===== src/rtl/atm_pkg.sv =====
// atm_pkg: shared state, operation, status and language codes for the ATM core
package atm_pkg;
  localparam int unsigned NUM_ACCOUNTS_DEF = 10;
  typedef enum logic [2:0] {
    S_WAITING    = 3'd0,
    S_MENU       = 3'd1,
    S_BALANCE    = 3'd2,
    S_WITHDRAW   = 3'd3,
    S_DEPOSIT    = 3'd4,
    S_CHANGE_PIN = 3'd5
  } state_t;
  localparam logic [2:0] OP_BALANCE = 3'd1;
  localparam logic [2:0] OP_WITHDRAW = 3'd2;
  localparam logic [2:0] OP_DEPOSIT = 3'd3;
  localparam logic [2:0] OP_CHANGE_PIN = 3'd4;
  localparam logic [2:0] OP_EXIT = 3'd5;
  typedef enum logic [1:0] {
    ST_NONE = 2'd0,
    ST_OK   = 2'd1,
    ST_REJ  = 2'd2
  } op_status_t;
  typedef enum logic {
    ENGLISH = 1'b0,
    ARABIC  = 1'b1
  } lang_t;
endpackage


===== src/rtl/atm_pin_checker.sv =====
// atm_pin_checker: combinational account-range and PIN match against the PIN array
module atm_pin_checker
  import atm_pkg::*;
#(
  parameter int unsigned NUM_ACCOUNTS = NUM_ACCOUNTS_DEF
) (
  input  logic [3:0]                    acc_num,
  input  logic [15:0]                   pin,
  input  logic [NUM_ACCOUNTS-1:0][15:0] pin_db,
  output logic                          acc_found,
  output logic                          acc_auth
);
  logic [15:0] w_stored;
  assign acc_found = 32'(acc_num) < NUM_ACCOUNTS;
  assign w_stored = acc_found ? pin_db[acc_num] : '0;
  assign acc_auth = acc_found && pin == w_stored;
endmodule


===== src/rtl/atm_authenticator.sv =====
// atm_authenticator: login and menu FSM over internal PIN/balance databases; define ATM_MSG_EN for simulation messages
module atm_authenticator
  import atm_pkg::*;
#(
  parameter int unsigned NUM_ACCOUNTS = NUM_ACCOUNTS_DEF,
  parameter logic [31:0] INIT_BALANCE = 32'd500,
  parameter logic [15:0] INIT_PIN_BASE = 16'd1234
) (
  input  logic        clk,
  input  logic        rst,
  input  logic [2:0]  operation,
  input  logic [3:0]  acc_num,
  input  logic [15:0] pin,
  input  logic [15:0] new_pin,
  input  logic [31:0] amount,
  input  logic        language,
  output logic [2:0]  current_state,
  output logic [31:0] balance,
  output logic        acc_found,
  output logic        acc_auth,
  output logic [1:0]  op_status
);
  state_t                        r_state, w_next;
  op_status_t                    r_op, w_status;
  logic [3:0]                    r_sess, w_idx;
  logic [31:0]                   r_balance, w_cur_bal, w_new_bal;
  logic [31:0]                   r_bal [NUM_ACCOUNTS];
  logic [NUM_ACCOUNTS-1:0][15:0] r_pin_db;
  logic [32:0]                   w_sum;
  logic                          w_wd_ok, w_dep_ok, w_action;

  atm_pin_checker #(.NUM_ACCOUNTS(NUM_ACCOUNTS)) u_chk (
    .acc_num  (acc_num),
    .pin      (pin),
    .pin_db   (r_pin_db),
    .acc_found(acc_found),
    .acc_auth (acc_auth)
  );

  // at login the session index is not latched yet, so read through acc_num
  assign w_idx = r_state == S_WAITING ? acc_num : r_sess;
  assign w_cur_bal = r_bal[w_idx];
  assign w_sum = {1'b0, w_cur_bal} + {1'b0, amount};
  assign w_wd_ok = amount <= w_cur_bal;
  assign w_dep_ok = !w_sum[32];
  assign w_action = r_state inside {S_BALANCE, S_WITHDRAW, S_DEPOSIT, S_CHANGE_PIN};

  always_comb begin
    w_next = r_state;
    case (r_state)
      S_WAITING: w_next = acc_auth ? S_MENU : S_WAITING;
      S_MENU:
        w_next = operation == OP_BALANCE    ? S_BALANCE    :
                 operation == OP_WITHDRAW   ? S_WITHDRAW   :
                 operation == OP_DEPOSIT    ? S_DEPOSIT    :
                 operation == OP_CHANGE_PIN ? S_CHANGE_PIN :
                 operation == OP_EXIT       ? S_WAITING    : S_MENU;
      S_BALANCE, S_WITHDRAW, S_DEPOSIT, S_CHANGE_PIN: w_next = S_MENU;
      default: w_next = S_WAITING;
    endcase
  end

  always_comb begin
    w_new_bal = w_cur_bal;
    w_status = ST_OK;
    if (r_state == S_WITHDRAW) begin
      w_new_bal = w_wd_ok ? w_cur_bal - amount : w_cur_bal;
      w_status = w_wd_ok ? ST_OK : ST_REJ;
    end else if (r_state == S_DEPOSIT) begin
      w_new_bal = w_dep_ok ? w_sum[31:0] : w_cur_bal;
      w_status = w_dep_ok ? ST_OK : ST_REJ;
    end
  end

  always_ff @(posedge clk or negedge rst) begin
    if (!rst) begin
      r_state <= S_WAITING;
      r_op <= ST_NONE;
      r_sess <= '0;
      r_balance <= '0;
      for (int unsigned i = 0; i < NUM_ACCOUNTS; i++) begin
        r_bal[i] <= INIT_BALANCE;
        r_pin_db[i] <= INIT_PIN_BASE + 16'(i);
      end
    end else begin
      r_state <= w_next;
      r_balance <= w_next == S_WAITING ? '0 : w_new_bal;
      r_op <= w_next == S_WAITING ? ST_NONE : w_action ? w_status : r_op;
      if (r_state == S_WAITING && acc_auth) r_sess <= acc_num;
      if (r_state == S_WITHDRAW || r_state == S_DEPOSIT) r_bal[r_sess] <= w_new_bal;
      if (r_state == S_CHANGE_PIN) r_pin_db[r_sess] <= new_pin;
    end
  end

  assign current_state = r_state;
  assign balance = r_balance;
  assign op_status = r_op;

`ifdef ATM_MSG_EN
  logic r_msg_new;
  always_ff @(posedge clk or negedge rst) begin
    if (!rst) r_msg_new <= 1'b1;
    else begin
      r_msg_new <= 1'b0;
      if (r_msg_new) $display("%s", language == ARABIC ? "Ahlan wa sahlan" : "Welcome");
      if (w_next == S_MENU && r_state != S_MENU)
        $display("%s", language == ARABIC ? "1 rased 2 sahb 3 eeda 4 taghyeer 5 khorooj" : "1 balance 2 withdraw 3 deposit 4 change PIN 5 exit");
      if (r_state == S_BALANCE) $display("%s %0d", language == ARABIC ? "Al rased:" : "Balance:", w_cur_bal);
      if (w_action)
        $display("%s", w_status == ST_OK ? (language == ARABIC ? "Tamm" : "Done") : (language == ARABIC ? "Marfood" : "Rejected"));
    end
  end
`else
  logic w_unused_lang;
  assign w_unused_lang = language;
`endif
endmodule


===== config.mk =====
export PLATFORM = sky130hd
export DESIGN_NAME = atm_authenticator
export DESIGN_NICKNAME = d
export VERILOG_FILES = /design/src/rtl/atm_pkg.sv /design/src/rtl/atm_pin_checker.sv /design/src/rtl/atm_authenticator.sv
export SDC_FILE = /design/constraint.sdc
export NUM_CORES = 1
export LEC_CHECK = 0
export CAP_MARGIN = 20
export CORE_ASPECT_RATIO = 1.2
export CORE_UTILIZATION = 35
export DETAILED_ROUTE_END_ITERATION = 16
export HOLD_SLACK_MARGIN = 0.05
export PLACE_DENSITY = 0.57
export SYNTH_ARGS = -nofsm -noshare
export SYNTH_HDL_FRONTEND = slang
export SYNTH_HIERARCHICAL = 1
export SYNTH_SLANG_ARGS = --single-unit

===== constraint.sdc =====
create_clock -name clk -period 5.74 [get_ports clk]
set_input_delay 1.148 -clock clk [delete_from_list [all_inputs] [get_ports clk]]
set_output_delay 1.148 -clock clk [all_outputs]
set_load 0.01 [all_outputs]

* Word-level counts from Yosys, hierarchy flattened *
Index checks and enable logic that the tools add are counted.

word-level totals
  register bits = 521
  input bits = 74
  output and inout bits = 39
  logic and storage cells = 88

cells by class
  add/subtract/negate cells = 2
  order comparisons = 8
  eq/ne operators = 11
  muxes and demuxes = 31
  bitwise operators = 2
  reduce and logical (&&, ||, !) cells = 10

operators by type and width
  operator            number
  $bwmux 320          1
  $mux 32             8
  $bwmux 160          1
  $bmux 32 s4         1
  $demux 32 s4        1
  $bmux 16 s4         1
  $demux 16 s4        1
  $mux 16             3
  $add 32x32->33      1
  $le 32x32->1        1
  $sub 32x32->32      1
  $eq 16x16->1        1
  $eq 3x2->1 const B  4
  $eq 3x3->1 const B  4
  $mux 2              6
  $mux 3              4
  $ge 5x5->1 const B  2
  $lt 4x5->1 const B  2
  $not 4->5           2
  $pmux 3 s3          1
  $eq 3x1->1 const B  2
  $logic_not 3->1     2
  $lt 5x1->1 const B  1
  $ge 4x1->1 const B  1
  8 further kinds     12

* Depth between registers and ports, before layout *
Gate-level depths: netlist of the first run.

  depth in word-level cells = 12
  gate-level depth with buffers = 26
  depth with buffers taken out = 19

* Cells and area by module *
The synthesis of the first run kept the hierarchy.

by module, submodules not included
  module             times used  cells an instance  area each (um^2)  seq. area each (um^2)
  atm_authenticator  1           2,364              25,774.7          13,186.4
  atm_pin_checker    1           180                1,814.2           0.0

* Least setup slack after synthesis of the first run *
OpenSTA, ideal clock, no wires.

  path type = in2reg
  start point = input acc_num[0]
  end point = register r_bal[261] in the netlist's numbering
  setup time = 87 ps
  arrival = 5,849 ps
  required time = 5,653 ps
  slack = -196 ps
  cell stages on the path = 23
  buffers on the path = 9
  path through = mux2i_1 buf_4 buf_4 buf_4 buf_6 buf_4 mux2i_1 o22ai_1 ha_1 buf_6 a21oi_2 o21bai_2 a2111oi_2 nor4_1 o311a_1 a311o_1 and2_4 buf_6 buf_6 a22o_1 o2bb2ai_1 buf_6 o31ai_2

between the ends
  cells in the longest elaborated chain, start to end = 10
  elaborated cells between the ends (all ways) = 13
  classes of those cells = 2 x add/sub; 1 x order compare; 9 x mux; 1 x bitwise

ends and longest elaborated chain
  what                                            line                     source
  start: declaration                              atm_authenticator.sv:12  input logic [3:0] acc_num,
  $mux 4 (*)                                      atm_authenticator.sv:41  assign w_idx = r_state == S_WAITING ? acc_num : r_sess;
  $not 4->5 (implied by the code) (*)             atm_authenticator.sv:42  assign w_cur_bal = r_bal[w_idx];
  $bmux 32 s4 (*)                                 atm_authenticator.sv:42
  $mux 32 (implied by the code) (*) (2 in a row)  atm_authenticator.sv:42
  $add 32x32->33                                  atm_authenticator.sv:43  assign w_sum = {1'b0, w_cur_bal} + {1'b0, amount};
  $mux 32                                         atm_authenticator.sv:70  w_new_bal = w_dep_ok ? w_sum[31:0] : w_cur_bal;
  $mux 32                                         atm_authenticator.sv:69  end else if (r_state == S_DEPOSIT) begin
  $mux 32 (*)                                     atm_authenticator.sv:66  if (r_state == S_WITHDRAW) begin
  $bwmux 320 (*)                                  atm_authenticator.sv:90  if (r_state == S_WITHDRAW || r_state == S_DEPOSIT) r_bal[r_sess] <= w_new_bal;
  end signal: indexed assignment                  atm_authenticator.sv:90
  end: declaration                                atm_authenticator.sv:27  logic [31:0] r_bal [NUM_ACCOUNTS];

Every way passes the cells marked *; elsewhere a longest branch is shown, timed or not. The select of a mux whose other input is x is not followed.
A chain may end at the register's enable or synchronous reset.

* Final worst setup path of the first run *
  start point = register r_state[1] (netlist: current_state[1])
  end point = register r_bal[186] in the netlist's numbering

between the ends
  cells in the longest elaborated chain, start to end = 11
  elaborated cells between the ends (all ways) = 17
  classes of those cells = 2 x add/sub; 1 x order compare; 2 x eq/ne; 9 x mux; 1 x bitwise; 2 x reduce/logical

ends and longest elaborated chain
  what                                        line                     source
  start: declaration                          atm_authenticator.sv:23  state_t r_state, w_next;
  start signal: assignment                    atm_authenticator.sv:86  r_state <= w_next;
  $logic_not 3->1                             atm_authenticator.sv:41
  $mux 4                                      atm_authenticator.sv:41
  $not 4->5 (implied by the code)             atm_authenticator.sv:42
  $bmux 32 s4                                 atm_authenticator.sv:42
  $mux 32 (implied by the code) (2 in a row)  atm_authenticator.sv:42
  $add 32x32->33                              atm_authenticator.sv:43
  $mux 32                                     atm_authenticator.sv:70
  $mux 32                                     atm_authenticator.sv:69
  $mux 32                                     atm_authenticator.sv:66
  $bwmux 320                                  atm_authenticator.sv:90

Several ways; a longest one is shown, not always the timed one. The select of a mux whose other input is x is not followed.

==> impl_metrics.tcl, run 1 <==
set metrics [dict create \
    timing.final.max_slew_violations 0 \
    first_global_vias 22500 \
    async_flop_share_pct 100 \
    power_leakage_nw 15.6 \
    placement.setup.worst_slack_ns -0.688 \
    postSynth.topFlopCell "dfrtp_1" \
    pin_count 113 \
    dieArea_um2 80000 \
    critical_path.endpoint_type "register" \
    layout.cells.most_common "dfrtp_1" \
    met3_usage_pct 3.38 \
    hpwlAfterDp_um 56700 \
    reg2reg_setup_slack_ns 0.08 \
    setup_viol_count_final 0 \
    tritoncts "built" \
    grt_use_total_pct 20.7 \
    run_status "complete, no violations" \
    number_of_hold_violations_in_the_final_report 0 \
    grt_max_degree 123 \
    cts_made_buffers 51 \
    cts_max_path_buffers 3 \
    finalNetCount 3024 \
    synth-edff-count 0 \
    power_density_nw_per_um2 465 \
    ys_warn_count 6 \
    clock-skew-final_ns 0.0246 \
    timing.critical_path.from "current_state[1]" \
    r2r-start "current_state[1]" \
    met2_usage_pct 36.0 \
    final_cell_mix "dfrtp_1, nand2_1, buf_4" \
    detail_route.vias_per_cell 5.40 \
    grtUsageMet1_pct 26.6 \
    synth-seq-area-share_pct 47.8 \
    grt_pass1_wl_um 129000 \
    reg2regPathDepth 22 \
    placement.io_buffers 111 \
    tritoncts_num_sinks 521 \
    slowest_stage "or4_1" \
    syn_area_um2 27600 \
    critPathArrivalTime_ns 6.11 \
    vdd_drop_max_mv 0.273 \
    critical-path-top-delay-family "simple AND/OR/NAND/NOR gates" \
    worstPathCellList "nor3_4 > mux2i_4 > buf_4 > buf_16 > buf_16 > mux4_2 > mux2i_2 > o22ai_2 > ha_1 > or3b_1 > or4_1 > nor4_4 > buf_4 > nand2b_1 > a311o_1 > nand2_2 > o21ai_4 > buf_6 > nor2b_1 > a211oi_2 > buf_4 > o21ai_0" \
    worst_r2r_endpoint "r_bal[186]" \
    number_of_levels_the_h_tree_was_split_into 2 \
    timing.critical_path.buf_inv 6 \
    timing_worst_slew_pin_value_ns 1.11 \
    place_area_um2 31900 \
    mean_cell_area_of_the_mapped_netlist_um2 10.8 \
    timing.hold.worst.class "reg -> reg" \
    clock_tree.root_cell "clkbuf_16" \
    gp_congestion 0.924 \
    num_antenna_cells 0 \
    area_growth_pct 25.9 \
    initial_core_utilization_pct 35.4 \
    postLayoutCellArea_um2 34700 \
    yosys_register_bits 521 \
    finalWorstSetupSlack_ns 0.0813 \
    post-route-min-period_ns 5.66 \
    rows 112 \
    floorplan.die.height_um 310 \
    grt_setup_unrepaired "true" \
    crit_path_frequent_cell "buf_4" \
    post_synth_inst_count 2544 \
    endpoint "r_bal[186]" \
    setup.worst_path.start_class "register" \
    synth_nets 2684 \
    timing.critical_path.fanout_max 14 \
    remaining_drc_errors 0 \
    path_class "reg -> reg" \
    cp_num_cells 22 \
    worstPathRequired_ns 6.19 \
    synth_cell_types 100 \
    worst_path_largest_cell_delay_ns 0.55 \
    cap_violations 0 \
    drive_above_1_share_pct 34.5 \
    initial_antenna_violation_count 6 \
    dr.first_iter.drc_count 1271 \
    globalRoute.busiestLayer "met2" \
    die_width_um 258 \
    cts.clk_slew.worst_paths_ns 0.06 \
    clkLatencyLatePin_ns 0.60 \
    routed_wl_um 83100 \
    grt.overflow.total 0 \
    detailedRoute.firstPassIterationCount 6 \
    drtAntennaViolNets 0 \
    hold_depth 2 \
    final.period_utilization_pct 98.6 \
    drt-wirelength-per-cell_um 21.0 \
    timing.fmax_mhz 177 \
    timing.max_slew.rel_slack_pct 25.7 \
    placeableCoreArea_um2 77900 \
    route.vias.total 21300 \
]
how the worst min path moves through the flow:
stage | end | slack (ns) | from
after floorplan | r_bal[150] | 0.44 | r_bal[150]
after global placement | r_bal[103] | 0.45 | r_bal[103]
after detailed placement | r_bal[200] | 0.46 | r_bal[200]
after CTS | r_bal[199] | 0.47 | r_bal[199]
after global routing | r_bal[199] | 0.48 | r_bal[199]
final | r_bal[200] | 0.47 | r_bal[200]
synthesized netlist by cell type (all sizes together) (22+ instances only):
library cell	count	area, um^2
nor3	36	203
mux2i	98	981
o21bai	26	203
xnor2	22	193
a21oi	88	444
dfstp	119	3130
dfrtp	402	10100
nor2	121	459
o21ai	311	1560
buf	87	517
clkbuf	116	437
nand2	345	1290
o22ai	51	325
o31ai	27	248
mux4	92	2090
mux2	192	2160
inv	69	259
ha	64	801
worst min-delay path, stage by stage (launching register included):
cell and delay [ns]:
dfstp_2 0.37, nand2_1 0.04, o21ai_1 0.05
per-layer routing:
metal / share of wire (%) / vias up
met5: 0.084 / -
met4: 2.5 / 12
met3: 5.0 / 138
met2: 49 / 514
met1: 43 / 10800
li1: - / 9879
cell families (layout without fill, tap and decap cells):
logic type / after synthesis / count (layout) / synth area share, %
XOR/XNOR: 28 / 28 / 0.889
adder cells (fa/ha/maj): 66 / 66 / 3.05
AO/OA/AOI/OAI: 651 / 651 / 14.9
buffers and inverters: 272 / 654 / 4.39
multiplexers: 382 / 382 / 19.0
flip-flops: 521 / 521 / 47.8
AND/OR/NAND/NOR: 624 / 624 / 10.0
power by group:
group	internal [W]	leakage [nW]	switching, W
logic	0.00395	9.29	0.00456
clock network	0.00201	0.842	0.00141
registers	0.00405	5.47	0.000171
total	0.0100	15.6	0.00614
repair_timing:
item,4_1_cts,5_1_grt
hold buffers,0,0
resized for setup,40,119
endpoints found under the setup margin,257,320
pin swaps,5,16
setup buffers,9,17
cloned,2,9
area by class of cell:
| type | count | area [um^2] |
|---|---|---|
| Inverter | 69 | 259 |
| Clock inverter | 12 | 178 |
| Tap cell | 1026 | 1280 |
| Clock buffer | 83 | 1540 |
| Fill cell | 7282 | 43200 |
| Timing Repair Buffer | 490 | 4410 |
| Sequential cell | 521 | 13200 |
| Multi-Input combinational cell | 1751 | 13900 |
registers in the layout, indices dropped and copies added, names as in the netlist:
name and flops:
r_bal 320, r_pin_db 160, balance 32, r_sess 4, current_state 3, op_status 2
metrics by stage:
step	hold slack [ns]	setup TNS [ns]	power, W	util, %	std cells
after floorplan	0.443	0	0.00820	-	2544
after global placement	0.450	-166.87	0.0118	41.0	3818
after detailed placement	0.458	-183.78	0.0119	41.0	3818
after CTS	0.467	-0.00309	0.0156	43.6	3924
after global routing	0.481	-7.18	0.0170	44.6	3952
final	0.467	0	0.0162	44.6	3952
Power figures use the tool's default switching activity.
==> run 2: changes to the inputs <==
==> constraint.sdc (replaced) <==
create_clock -name clk -period 5.74 [get_ports clk]
set_input_delay 1.148 -clock clk [delete_from_list [all_inputs] [get_ports clk]]
set_output_delay 1.148 -clock clk [all_outputs]
set_load 0.05 [all_outputs]
==> impl_metrics.tcl, run 2 (synthesis results as in run 1) <==
set metrics [dict create \
    run_status "complete, no violations" \
    placement.io_buffers 111 \
    worstPathRequired_ns 6.23 \
    timing.critical_path.buf_inv 7 \
    power.share.switching_pct 39.0 \
    postCtsHoldBufs 0 \
    whs_endpoint "r_bal[263]" \
    cap_violations 0 \
    rows 112 \
    first_global_vias 22000 \
    initial_core_utilization_pct 35.4 \
    route.vias.total 21400 \
    die_width_um 258 \
    final_cell_mix "dfrtp_1, nand2_1, buf_4" \
    drt-wirelength-per-cell_um 21.0 \
    drive_above_1_share_pct 33.7 \
    timing.fmax_mhz 177 \
    path_class "in -> reg" \
    power.clock.fraction_pct 22.7 \
    sequentialPowerShare_pct 25.7 \
    slowest_stage "clkdlybuf4s50_1" \
    power_density_nw_per_um2 474 \
    r2r-start "current_state[0]" \
    power_leakage_nw 15.5 \
    number_of_levels_the_h_tree_was_split_into 2 \
    gp_congestion 0.923 \
    route.met2.wl_um 40800 \
    setup_viol_count_final 0 \
    critical-path-top-delay-family "compound AO/OA/AOI/OAI gates" \
    critPathArrivalTime_ns 6.13 \
    timing.hold.worst.class "reg -> reg" \
    pin_count 113 \
    tritoncts "built" \
    largest_register_ff_count 320 \
    clock-skew-final_ns 0.0332 \
    layout.cells.most_common "dfrtp_1" \
    worstHoldStart "r_bal[263]" \
    post-route-min-period_ns 5.64 \
    p_comb_share_pct 51.6 \
    vdd_drop_max_mv 0.231 \
    crit_path_frequent_cell "buf_4" \
    top_register "r_bal" \
    clock_tree.root_cell "clkbuf_16" \
    worst_path_largest_cell_delay_ns 0.62 \
    remaining_drc_errors 0 \
    worstPathCellList "clkdlybuf4s50_1 > nor3b_1 > o21ai_2 > buf_4 > buf_12 > o22ai_1 > buf_4 > ha_1 > buf_4 > nand4_1 > o211ai_1 > a21oi_2 > nor2_1 > o311a_1 > a311o_1 > and2_4 > buf_4 > a221oi_2 > o22ai_4 > buf_4 > nor2_1" \
    timing.max_slew.rel_slack_pct 25.7 \
    cts_max_path_buffers 3 \
    worst_r2r_endpoint "balance[15]" \
    place_area_um2 32100 \
    hold_depth 2 \
    timing.critical_path.fanout_max 11 \
    route.met3.wl_um 4000 \
    summed_negative_setup_slack_over_all_endpoints_ns 0 \
    tritoncts_num_sinks 521 \
    detail_route.vias_per_cell 5.42 \
    finalWorstSetupSlack_ns 0.105 \
    timing_worst_slew_pin_value_ns 1.11 \
    postLayoutCellArea_um2 34500 \
    intPower_w 0.00999 \
    detailedRoute.firstPassIterationCount 5 \
    setup.worst_path.start_class "primary input" \
    placement.setup.worst_slack_ns -0.818 \
    drtAntennaViolNets 0 \
    initial_antenna_violation_count 1 \
    reg2reg_setup_slack_ns 0.11 \
    cts.clk_slew.worst_paths_ns 0.06 \
    reg2regPathDepth 20 \
    power.switching_w 0.00638 \
    grt_use_total_pct 20.7 \
    placeableCoreArea_um2 77900 \
    finalNetCount 3014 \
    number_of_hold_violations_in_the_final_report 0 \
    grt.overflow.total 0 \
    routed_wl_um 82600 \
    hpwlAfterDp_um 57000 \
    timing.final.max_slew_violations 0 \
    grt_setup_unrepaired "true" \
    dieArea_um2 80000 \
    dr.first_iter.drc_count 1546 \
    area_growth_pct 25.1 \
    grt_max_degree 139 \
    num_antenna_cells 0 \
    cts_made_buffers 54 \
    grt_pass1_wl_um 128000 \
    clkLatencyLatePin_ns 0.62 \
    critical_path.endpoint_type "register" \
    final.period_utilization_pct 98.2 \
    wl_met1_um 35800 \
    topRoutingLayerUsed "met5" \
    floorplan.die.height_um 310 \
]
## run 2: cell types whose count changed in the layout (fill, tap and decap cells not counted), sizes merged
cell         change
clkbuf          -11
bufinv           +4
dlygate4sd2      -1
inv              +3
buf             -11
clkinv           +2
clkinvlp         +3
## run 2: cell type report
| class | count | area (um^2) |
|---|---|---|
| fillers | 7319 | 43400 |
| multi-input cells | 1751 | 13600 |
| clock buffers | 73 | 1500 |
| clock inverters | 24 | 369 |
| inverters | 69 | 259 |
| repair buffers | 477 | 4300 |
| flip-flops and latches | 521 | 13200 |
| well taps | 1026 | 1280 |
## run 2: power groups by stage
stage / combinational, W / clock (W) / sequential [W]
detailed placement: 0.00799 / 0 / 0.00428
finish: 0.00844 / 0.00372 / 0.00421
floorplan: 0.00393 / 0 / 0.00462
global placement: 0.00792 / 0 / 0.00426
global route: 0.00904 / 0.00396 / 0.00425
CTS: 0.00807 / 0.00380 / 0.00422
## run 2: worst max path at each step
stage                                start          end  slack (ns)  depth (start not counted)
after global routing      current_state[0]   r_bal[108]       -0.03                         24
after floorplan           current_state[2]   r_bal[261]       0.003                         25
final                           acc_num[3]  balance[15]        0.10                         21
after detailed placement        acc_num[2]   r_bal[270]       -0.82                         24
after global placement          acc_num[2]  balance[14]       -0.77                         24
after CTS                 current_state[2]   r_bal[158]        0.01                         22
## run 2: layer usage
layer	GRT usage, %	vias up
met1	26.8	10800
met5	0	-
li1	-	9866
met3	3.15	128
met2	35.6	518
met4	6.16	2
## run 2: worst min-delay path: stages (launching register included)
cell     delay [ns]
dfstp_2        0.36
nand2_1        0.04
o21ai_1        0.05
## run 2: what timing repair did
action | CTS | global route
gates cloned | 0 | 2
pin swaps | 3 | 13
buffers inserted | 4 | 9
endpoints found under the setup margin | 77 | 344
gates resized for setup | 10 | 75
## run 2: through the flow
step | instances | util, % | total power (W) | hold WS [ns]
floorplan | 2544 | - | 0.00855 | 0.443
global placement | 3827 | 41.2 | 0.0122 | 0.450
detailed placement | 3827 | 41.2 | 0.0123 | 0.459
CTS | 3928 | 43.7 | 0.0161 | 0.468
global route | 3941 | 44.3 | 0.0172 | 0.484
finish | 3941 | 44.3 | 0.0164 | 0.466
==> run 3: changes to the inputs <==
Settings changed: ABC_AREA from default to 1.
==> impl_metrics.tcl, run 3 <==
set metrics [dict create \
    run_status "complete, no violations" \
    setup_viol_count_final 0 \
    clkLatencyLatePin_ns 0.63 \
    power_density_nw_per_um2 475 \
    sequentialPowerShare_pct 24.6 \
    num_antenna_cells 0 \
    ys_warn_count 6 \
    placeableCoreArea_um2 79600 \
    worstPathRequired_ns 6.18 \
    number_of_hold_violations_in_the_final_report 0 \
    post_cts.resized_instances 0 \
    vdd_drop_max_mv 0.262 \
    first_global_vias 25200 \
    gp_congestion 0.922 \
    die_width_um 262 \
    postSynth.topFlopCell "dfrtp_1" \
    dominant_cells_by_area_after_synthesis "dfrtp_1, nand2_1, dfstp_2" \
    p_comb_share_pct 52.6 \
    drt-wirelength-per-cell_um 19.0 \
    finalNetCount 4090 \
    summed_negative_setup_slack_over_all_endpoints_ns 0 \
    top_register "r_bal" \
    final.period_utilization_pct 96.9 \
    netlist.top_cell.by_area "dfrtp_1" \
    setup.worst_path.start_class "primary input" \
    routed_wl_um 95600 \
    timing_worst_slew_pin_value_ns 1.13 \
    drive_above_1_share_pct 15.9 \
    initial_core_utilization_pct 35.6 \
    timing.critical_path.fanout_max 16 \
    tritoncts "built" \
    slowest_stage "clkdlybuf4s50_1" \
    worst_path_largest_cell_delay_ns 0.54 \
    intPower_w 0.00959 \
    area_growth_pct 22.5 \
    synth_cell_types 64 \
    rows 113 \
    power.share.switching_pct 41.8 \
    clock_tree.root_cell "clkbuf_16" \
    timing.fmax_mhz 180 \
    timing.hold.worst.class "reg -> reg" \
    postCtsSetupBuffers 0 \
    route.vias.total 25900 \
    critical_path.endpoint_type "register" \
    yosys_register_bits 521 \
    mean_cell_area_of_the_mapped_netlist_um2 7.69 \
    timing.final.max_slew_violations 0 \
    syn_area_um2 28300 \
    post-route-min-period_ns 5.56 \
    grt_pass1_wl_um 149000 \
    power_leakage_nw 17.2 \
    layout.cells.most_common "nand2_1" \
    pin_count 113 \
    dieArea_um2 82000 \
    placement.io_buffers 111 \
    drtAntennaViolNets 0 \
    clock-skew-final_ns 0.0387 \
    yosysMostFrequentCell "nand2_1" \
    synth-seq-area-share_pct 46.6 \
    initial_antenna_violation_count 0 \
    synth_nets 3820 \
    power.clock.fraction_pct 22.9 \
    largest_register_ff_count 320 \
    dr.first_iter.drc_count 2262 \
    timing.max_slew.rel_slack_pct 24.7 \
    hpwlAfterDp_um 65100 \
    cts.clk_slew.worst_paths_ns 0.06 \
    cts_max_path_buffers 3 \
    critPathArrivalTime_ns 6.00 \
    cap_violations 0 \
    power_w 0.0165 \
    crit_path_frequent_cell "buf_4" \
    floorplan.die.height_um 313 \
    postCtsHoldBufs 0 \
    path_class "in -> reg" \
    post_synth_inst_count 3680 \
    grt.overflow.total 0 \
    detailedRoute.firstPassIterationCount 5 \
    detail_route.vias_per_cell 5.15 \
    cts_made_buffers 56 \
    synth_top_cell_area_share_pct 35.5 \
    async_flop_share_pct 100 \
    grt_setup_unrepaired "false" \
    tritoncts_num_sinks 521 \
    remaining_drc_errors 0 \
    number_of_levels_the_h_tree_was_split_into 2 \
    synth_top_cells_by_count "nand2_1, o21ai_0, dfrtp_1" \
    grt_use_total_pct 23.6 \
    grt_max_degree 123 \
    synth-edff-count 0 \
    final_cell_mix "nand2_1, o21ai_0, dfrtp_1" \
    power.switching_w 0.00689 \
]
run 3: cell types whose count changed after synthesis, moves of 48 or more:
cell	change
nand2_1	+824
o21ai_0	+264
nor2_1	+212
mux2_2	-192
inv_1	+170
nand3_1	+135
mux2i_1	-96
mux4_2	-86
o221ai_1	+55
o21ai_1	-48
o22ai_1	-48
run 3: cell type report:
type | instances | area (um^2)
clock buffer | 82 | 1630
clock inverter | 23 | 289
fill | 8108 | 44900
inverter | 253 | 955
multi-input combinational | 2668 | 13100
sequential | 521 | 13200
tap | 1035 | 1290
timing repair buffer | 450 | 4270
run 3: final timing paths:
kind                                  start            end  slack, ns  cells past startpoint
setup / recovery                 acc_num[1]    balance[20]       0.18                     25
max in group asynchronous               rst  r_pin_db[152]       3.94                      2
hold / removal                   r_bal[311]     r_bal[311]       0.47                      2
setup reg to reg           current_state[2]    balance[20]       0.36                     26
hold reg to reg                  r_bal[311]     r_bal[311]       0.47                      2
min in group asynchronous               rst     r_bal[227]       0.56                      1
run 3: kinds of logic after synthesis:
logic type      count (synthesis)  synth area share [%]
compound gates                807                  16.3
xor+xnor                       49                  1.52
fa+ha+maj                      66                  2.97
buf+inv                       491                  7.60
flops                         521                  46.6
mux                             2                0.0707
simple gates                 1744                  25.0
run 3: critical path, delay by kind of cell:
family                     cells  cell delay [ns]
AOI/OAI and AO/OA              7             1.65
adders and majority gates      1             0.37
buffers and inverters          8             1.77
and+or+nand+nor                9             1.02
run 3: through the flow:
step | area, um^2 | hold WS (ns) | utilization [%] | cells | worst slack, ns
2_1_floorplan | 28300 | 0.441 | - | 3680 | 0.949
4_1_cts | 34700 | 0.477 | 43.5 | 5030 | 0.282
6_report | 34700 | 0.474 | 43.6 | 5032 | 0.179
5_1_grt | 34700 | 0.491 | 43.6 | 5032 | 0.0833
3_5_place_dp | 32700 | 0.460 | 41.1 | 4925 | -0.382
3_3_place_gp | 32700 | 0.457 | 41.0 | 4922 | -0.344
run 3: metal layers:
metal / vias to the layer above / GRT usage [%] / wire, um
li1: 12600 / - / -
met1: 12400 / 30.2 / 40500
met2: 788 / 40.5 / 46600
met3: 171 / 2.44 / 4510
met4: 0 / 9.58 / 3970
met5: - / 0 / 0
run 3: power groups by stage:
stage          registers [W]  clock network [W]  logic (W)
4_1_cts              0.00405            0.00385    0.00864
3_3_place_gp         0.00411                  0    0.00860
5_1_grt              0.00407            0.00399    0.00937
3_5_place_dp         0.00411                  0    0.00861
6_report             0.00405            0.00377    0.00866
2_1_floorplan        0.00429                  0    0.00418
